[src/rtl/ov_cam_pkg.sv]
// ov_cam_pkg: shared entry encodings, OV7670 register map, entry helpers and sequencer state type
// (OV_REGSEQ_DELAY_EN adds the DELAY state).
package ov_cam_pkg;

    localparam logic [15:0] OV_CMD_END        = 16'hFFFF;
    localparam logic [7:0]  OV_CMD_DELAY_ADDR = 8'hF0;

    localparam logic [7:0] OV_REG_VREF          = 8'h03;
    localparam logic [7:0] OV_REG_COM3          = 8'h0C;
    localparam logic [7:0] OV_REG_CLKRC         = 8'h11;
    localparam logic [7:0] OV_REG_COM7          = 8'h12;
    localparam logic [7:0] OV_REG_COM10         = 8'h15;
    localparam logic [7:0] OV_REG_HSTART        = 8'h17;
    localparam logic [7:0] OV_REG_HSTOP         = 8'h18;
    localparam logic [7:0] OV_REG_VSTART        = 8'h19;
    localparam logic [7:0] OV_REG_VSTOP         = 8'h1A;
    localparam logic [7:0] OV_REG_HREF          = 8'h32;
    localparam logic [7:0] OV_REG_TSLB          = 8'h3A;
    localparam logic [7:0] OV_REG_COM13         = 8'h3D;
    localparam logic [7:0] OV_REG_COM14         = 8'h3E;
    localparam logic [7:0] OV_REG_COM15         = 8'h40;
    localparam logic [7:0] OV_REG_SCALING_XSC   = 8'h70;
    localparam logic [7:0] OV_REG_SCALING_YSC   = 8'h71;
    localparam logic [7:0] OV_REG_SCALING_DCW   = 8'h72;
    localparam logic [7:0] OV_REG_SCALING_PCLK  = 8'h73;
    localparam logic [7:0] OV_REG_SCALING_PDLY  = 8'hA2;

    typedef enum logic [2:0] {
        ST_IDLE,
        ST_FETCH,
        ST_DECODE,
        ST_ISSUE,
`ifdef OV_REGSEQ_DELAY_EN
        ST_DELAY,
`endif
        ST_DONE,
        ST_ERROR
    } ov_state_e;

    function automatic logic [15:0] ov_wr(input logic [7:0] a, input logic [7:0] d);
        return {a, d};
    endfunction

    function automatic logic [15:0] ov_dly(input logic [7:0] n);
        return {OV_CMD_DELAY_ADDR, n};
    endfunction

endpackage

[src/rtl/ov7670_reg_rom.sv]
// ov7670_reg_rom: per-profile register tables with a registered (1-cycle) read port.
module ov7670_reg_rom
    import ov_cam_pkg::*;
#(
    parameter int IDX_W  = 6,
    parameter int PROF_W = 1
) (
    input  logic              clk,
    input  logic [PROF_W-1:0] profile,
    input  logic [IDX_W-1:0]  index,
    output logic [15:0]       entry
);

    logic [7:0]  a;
    logic [15:0] vga, qvga;

    // Table lookup; anything past a table's END also reads as END
    always_comb begin
        a = 8'(index);
        case (a)
            8'd0:    vga = ov_wr(OV_REG_COM7, 8'h80);
            8'd1:    vga = ov_dly(8'd10);
            8'd2:    vga = ov_wr(OV_REG_CLKRC, 8'h01);
            8'd3:    vga = ov_wr(OV_REG_COM7, 8'h04);
            8'd4:    vga = ov_wr(OV_REG_COM15, 8'hD0);
            8'd5:    vga = ov_wr(OV_REG_TSLB, 8'h04);
            default: vga = OV_CMD_END;
        endcase
        case (a)
            8'd0:    qvga = ov_wr(OV_REG_COM7, 8'h80);
            8'd1:    qvga = ov_wr(OV_REG_CLKRC, 8'h01);
            8'd2:    qvga = ov_wr(OV_REG_COM7, 8'h00);
            8'd3:    qvga = ov_wr(OV_REG_COM3, 8'h04);
            8'd4:    qvga = ov_wr(OV_REG_COM14, 8'h19);
            8'd5:    qvga = ov_wr(OV_REG_SCALING_XSC, 8'h3A);
            8'd6:    qvga = ov_wr(OV_REG_SCALING_YSC, 8'h35);
            8'd7:    qvga = ov_wr(OV_REG_SCALING_DCW, 8'h11);
            8'd8:    qvga = ov_wr(OV_REG_SCALING_PCLK, 8'hF1);
            8'd9:    qvga = ov_wr(OV_REG_SCALING_PDLY, 8'h02);
            8'd10:   qvga = ov_wr(OV_REG_COM10, 8'h00);
            8'd11:   qvga = ov_wr(OV_REG_TSLB, 8'h04);
            8'd12:   qvga = ov_wr(OV_REG_COM13, 8'h88);
            8'd13:   qvga = ov_wr(OV_REG_COM15, 8'hC0);
            8'd14:   qvga = ov_wr(OV_REG_HSTART, 8'h16);
            8'd15:   qvga = ov_wr(OV_REG_HSTOP, 8'h04);
            8'd16:   qvga = ov_wr(OV_REG_HREF, 8'h24);
            8'd17:   qvga = ov_wr(OV_REG_VSTART, 8'h02);
            8'd18:   qvga = ov_wr(OV_REG_VSTOP, 8'h7A);
            8'd19:   qvga = ov_wr(OV_REG_VREF, 8'h0A);
            default: qvga = OV_CMD_END;
        endcase
    end

    // Registered read: entry reflects the index presented one edge earlier
    always_ff @(posedge clk) entry <= (profile == PROF_W'(0)) ? vga : qvga;

endmodule

[src/rtl/ov7670_reg_sequencer.sv]
// ov7670_reg_sequencer: walks a selected register table and issues writes to the SCCB master.
// Define OV_REGSEQ_DELAY_EN to honour in-table DELAY opcodes; otherwise they are skipped.
module ov7670_reg_sequencer
    import ov_cam_pkg::*;
#(
    parameter int DEPTH          = 64,
    parameter int IDX_W          = $clog2(DEPTH),
    parameter int NUM_PROFILES   = 2,
    parameter int PROF_W         = 1,
    parameter int DELAY_UNIT_CYC = 25000,
    parameter int ACK_TIMEOUT    = 4096
) (
    input  logic              clk,
    input  logic              rst,
    input  logic              start,
    input  logic [PROF_W-1:0] profile,
    output logic              cmd_valid,
    input  logic              cmd_ready,
    output logic [7:0]        cmd_addr,
    output logic [7:0]        cmd_data,
    output logic              busy,
    output logic              done,
    output logic              error,
    output logic [IDX_W-1:0]  index
);

    localparam int TO_W = $clog2(ACK_TIMEOUT + 1);
    localparam logic [TO_W-1:0]  TO_LAST  = TO_W'(ACK_TIMEOUT - 1);
    localparam logic [IDX_W-1:0] IDX_LAST = IDX_W'(DEPTH - 1);

    ov_state_e         state_q;
    logic [PROF_W-1:0] profile_q;
    logic [IDX_W-1:0]  index_q, index_d;
    logic [TO_W-1:0]   wait_q;
    logic [7:0]        addr_q, data_q;
    logic              valid_q, busy_q, done_q, error_q;
    logic [15:0]       entry;
    logic              bad_prof, is_end, is_dly, last, fin;

    ov7670_reg_rom #(
        .IDX_W (IDX_W),
        .PROF_W(PROF_W)
    ) u_rom (
        .clk    (clk),
        .profile(profile_q),
        .index  (index_q),
        .entry  (entry)
    );

    assign bad_prof = int'(profile) >= NUM_PROFILES;
    assign is_end   = entry == OV_CMD_END;
    assign is_dly   = entry[15:8] == OV_CMD_DELAY_ADDR;
    assign last     = index_q == IDX_LAST;
    assign index_d  = last ? index_q : index_q + IDX_W'(1);

`ifdef OV_REGSEQ_DELAY_EN
    localparam int DLY_W = $clog2(255 * DELAY_UNIT_CYC + 1);
    localparam logic [DLY_W-1:0] DLY_UNIT = DLY_W'(DELAY_UNIT_CYC);

    logic [DLY_W-1:0] dly_q;
    logic             dly_go;

    assign dly_go = entry[7:0] != 8'd0;

    // An entry completes on accept, on a zero-length delay, or when the delay count expires
    always_comb fin = (state_q == ST_ISSUE && cmd_ready) || (state_q == ST_DECODE && is_dly && !dly_go)
                      || (state_q == ST_DELAY && dly_q == '0);

    // Delay countdown: loaded with n*unit-1 so the DELAY state lasts exactly n*unit cycles
    always_ff @(posedge clk) begin
        if (rst) dly_q <= '0;
        else if (state_q == ST_DECODE && is_dly && dly_go) dly_q <= DLY_W'(entry[7:0]) * DLY_UNIT - DLY_W'(1);
        else if (dly_q != '0) dly_q <= dly_q - DLY_W'(1);
    end
`else
    // An entry completes on accept, or immediately for a (skipped) delay opcode
    always_comb fin = (state_q == ST_ISSUE && cmd_ready) || (state_q == ST_DECODE && is_dly);
`endif

    // Sequencer FSM with registered handshake and status outputs; entry completion overrides last
    always_ff @(posedge clk) begin
        if (rst) begin
            state_q   <= ST_IDLE;
            profile_q <= '0;
            index_q   <= '0;
            wait_q    <= '0;
            addr_q    <= '0;
            data_q    <= '0;
            valid_q   <= 1'b0;
            busy_q    <= 1'b0;
            done_q    <= 1'b0;
            error_q   <= 1'b0;
        end else begin
            case (state_q)
                ST_IDLE, ST_DONE, ST_ERROR: if (start) begin
                    state_q   <= bad_prof ? ST_ERROR : ST_FETCH;
                    profile_q <= profile;
                    index_q   <= '0;
                    busy_q    <= !bad_prof;
                    done_q    <= 1'b0;
                    error_q   <= bad_prof;
                end
                ST_FETCH: state_q <= ST_DECODE;
                ST_DECODE: begin
                    if (is_end) begin
                        state_q <= ST_DONE;
                        busy_q  <= 1'b0;
                        done_q  <= 1'b1;
                    end else if (!is_dly) begin
                        state_q <= ST_ISSUE;
                        addr_q  <= entry[15:8];
                        data_q  <= entry[7:0];
                        valid_q <= 1'b1;
                        wait_q  <= '0;
                    end
`ifdef OV_REGSEQ_DELAY_EN
                    else if (dly_go) state_q <= ST_DELAY;
`endif
                end
                ST_ISSUE: begin
                    if (cmd_ready) valid_q <= 1'b0;
                    else if (wait_q == TO_LAST) begin
                        state_q <= ST_ERROR;
                        valid_q <= 1'b0;
                        busy_q  <= 1'b0;
                        error_q <= 1'b1;
                    end else wait_q <= wait_q + TO_W'(1);
                end
                default: ;
            endcase
            if (fin) begin
                state_q <= last ? ST_DONE : ST_FETCH;
                index_q <= index_d;
                busy_q  <= !last;
                done_q  <= last;
            end
        end
    end

    assign cmd_valid = valid_q;
    assign cmd_addr  = addr_q;
    assign cmd_data  = data_q;
    assign busy      = busy_q;
    assign done      = done_q;
    assign error     = error_q;
    assign index     = index_q;

endmodule

[config.mk]
export PLATFORM = sky130hd
export DESIGN_NAME = ov7670_reg_sequencer
export DESIGN_NICKNAME = d
export VERILOG_FILES = /design/src/rtl/ov_cam_pkg.sv /design/src/rtl/ov7670_reg_rom.sv /design/src/rtl/ov7670_reg_sequencer.sv
export SDC_FILE = /design/constraint.sdc
export NUM_CORES = 1
export LEC_CHECK = 0
export ABC_AREA = 0
export CORE_MARGIN = 2
export CORE_UTILIZATION = 58
export CTS_CLUSTER_DIAMETER = 30
export DETAILED_ROUTE_END_ITERATION = 7
export PLACE_DENSITY = 0.8
export SLEW_MARGIN = 30
export SYNTH_ARGS = -nofsm -noshare
export SYNTH_HDL_FRONTEND = slang
export SYNTH_SLANG_ARGS = --single-unit
export TNS_END_PERCENT = 1
[constraint.sdc]
create_clock -name clk -period 3.25 [get_ports clk]
set_input_delay 0.325 -clock clk [delete_from_list [all_inputs] [get_ports clk]]
set_output_delay 0.325 -clock clk [all_outputs]
set_load 0.01 [all_outputs]
==> reports/summary.txt <==
Setup bufs post-CTS = 0
CORE AREA = 0.00628 mm2
Crit path required time = 3.48 ns
Max Cap Viol = 0
CP max stage cell = or4_1
Yosys warnings = 0
Root buf cell = clkbuf_8
Critical path cell sequence = ha_2, and3_1, nand3_1, a221oi_2, o21a_1, inv_1, ha_1, or4_1, o211ai_1, o211ai_1
Main synth FF type = dfxtp_1
Pwr dens = 583 mW/mm2
Worst-Margin Slew = 0.759 ns
Slew headroom = 0.494
Average size of a mapped cell = 8.90 um2
Detailed-route via count = 3179
Fraction of registers with async set/reset = 0
Dpl ws = 0.111 ns
Initial antenna violation count = 0
Placed Cells = 514
Initial Util = 0.594
TritonCTS clock tree = done
Commonest non-fill, non-tap cells in the layout = dfxtp_1, nor2_1, clkdlybuf4s50_1
Period utilization = 0.918
Critical Path Most Common Cell = o211ai_1
DP Wirelength = 6180 um
Via density per instance = 6.00
First-pass GRT wire length = 14400 um
Num CTS Buffers = 9
Residual DRC count = 0
Number of global-route vias before repair = 3011
CTS max path bufs = 2
Pleak = 0.00164 uW
Area Growth Syn to Fin = 15.7%
H-tree levels = 3
Total iterations of the first detailed-routing run = 4
Post-synth EDFFs = 0
Most common cell after layout, fill and taps aside = dfxtp_1
# rows = 29
Setup TNS = 0 ns
Tot Pwr = 2510 uW
Share of layout cells above drive strength 1 = 0.119
Gr usage total = 0.250
Die width = 84.2 um
CP Max Fanout = 7
CP peak stage delay = 0.54 ns
Status = finished, final reports clean
Remaining global-route overflow = 0
Final GP Congestion = 0.965
Synth Cell Area = 0.00373 mm2
Final worst slack = 0.268 ns
Final Net Count = 465
Multi-input gate area = 0.00206 mm2
Total nets after synthesis = 436
Gate Count Post-Synth = 419
Post-route minimum period = 2.98 ns
Final core occ = 0.687
Worst setup EP type = flop
Final setup viols = 0
VDD IR max = 0.000321 V
Antenna diodes = 0
Worst setup SP type = flop
CTS Sinks = 75
Class of the worst hold path = flop to flop
F_max = 335 MHz
Yosys reg bits = 75
Routed Antenna Nets = 0
Seq/Total Area, Yosys = 0.403
Fillers = 511
Routed WL = 8520 um
Yosys cell types = 65
Drt initial violations = 161
Port bufs = 30
Die ar. = 0.00709 mm2
Clock transition at the registers of the reported paths = 0.09 ns
Worst clock skew = 0.00969 ns
Slew Viols, Final = 0
Ports = 31
Final-report hold violation count = 0
PostCTS Resize Cnt = 0
RSZ-0062 raised after global routing = no
Die height = 84.2 um
Worst-skew pair later-pin latency = 0.35 ns
Crit path DAT = 3.21 ns
Worst setup path class = flop to flop
Largest net degree at the start of global routing = 22
Non-filler cells in the finished layout = 530
Area occupied by registers = 0.00150 mm2
Post-DR wirelength/cell = 16.1 um
CTS hold repair buffers = 0
-- metal layers --
layer,share of wire,track usage
met5,0,0
met4,0.022,0.120
met3,0.051,0.0393
met2,0.46,0.388
met1,0.46,0.342
-- cell families (layout without fill, tap and decap cells) --
logic type,count (synthesis),after routing,synth area share
flip-flops,75,75,0.403
multiplexers,24,24,0.0648
XOR/XNOR,10,10,0.0235
AO/OA/AOI/OAI,85,85,0.178
AND/OR/NAND/NOR,173,173,0.240
adder cells (fa/ha/maj),12,12,0.0403
buffers and inverters,40,74,0.0503
-- per-stage QoR --
stage	cell area (um2)	hold WS, ns
floorplan	3730	0.407
global placement	4110	0.417
detailed placement	4110	0.425
CTS	4300	0.442
global route	4310	0.462
finish	4310	0.443
-- synth_stat cells (9+ instances only) --
master	instances	area share
dfxtp_1	75	0.40
nor2_1	62	0.062
nand2_1	24	0.024
mux2i_1	23	0.062
a21oi_1	18	0.024
clkbuf_1	15	0.015
nand4_1	15	0.025
a211oi_1	13	0.026
ha_1	12	0.040
inv_1	10	0.010
nor3_1	10	0.013
nor4_1	10	0.017
nand3_1	9	0.012
o21a_1	9	0.018
o21ai_0	9	0.012
-- path summary, 6_finish.rpt --
path | startpoint | endpoint | slack (ns) | cells after the start
setup / recovery | index[0] | flop | 0.27 | 10
hold / removal | wait_q[12] | wait_q[12] | 0.44 | 2
setup reg to reg | index[0] | flop | 0.27 | 10
hold reg to reg | wait_q[12] | wait_q[12] | 0.44 | 2
-- report_power, final --
group | internal, uW | total [uW] | switching (uW)
Sequential | 1040 | 1120 | 86.6
Clock | 298 | 692 | 394
Combinational | 303 | 701 | 398
-- final cells by class --
type	instances	area share
inverter	13	0.0119
tap	77	0.0223
multi-input combinational	304	0.477
timing repair buffer	45	0.0957
sequential	75	0.348
clock buffer	9	0.0287
clock inverter	7	0.0162
-- worst max-delay path, delay by kind of cell (launching register included) --
kind            cells  cell delay, ns
simple gates        3            1.03
compound gates      4            0.76
fa+ha+maj           2            0.54
flops               1            0.41
buf+inv             1            0.12
Power figures use the tool's default switching activity.
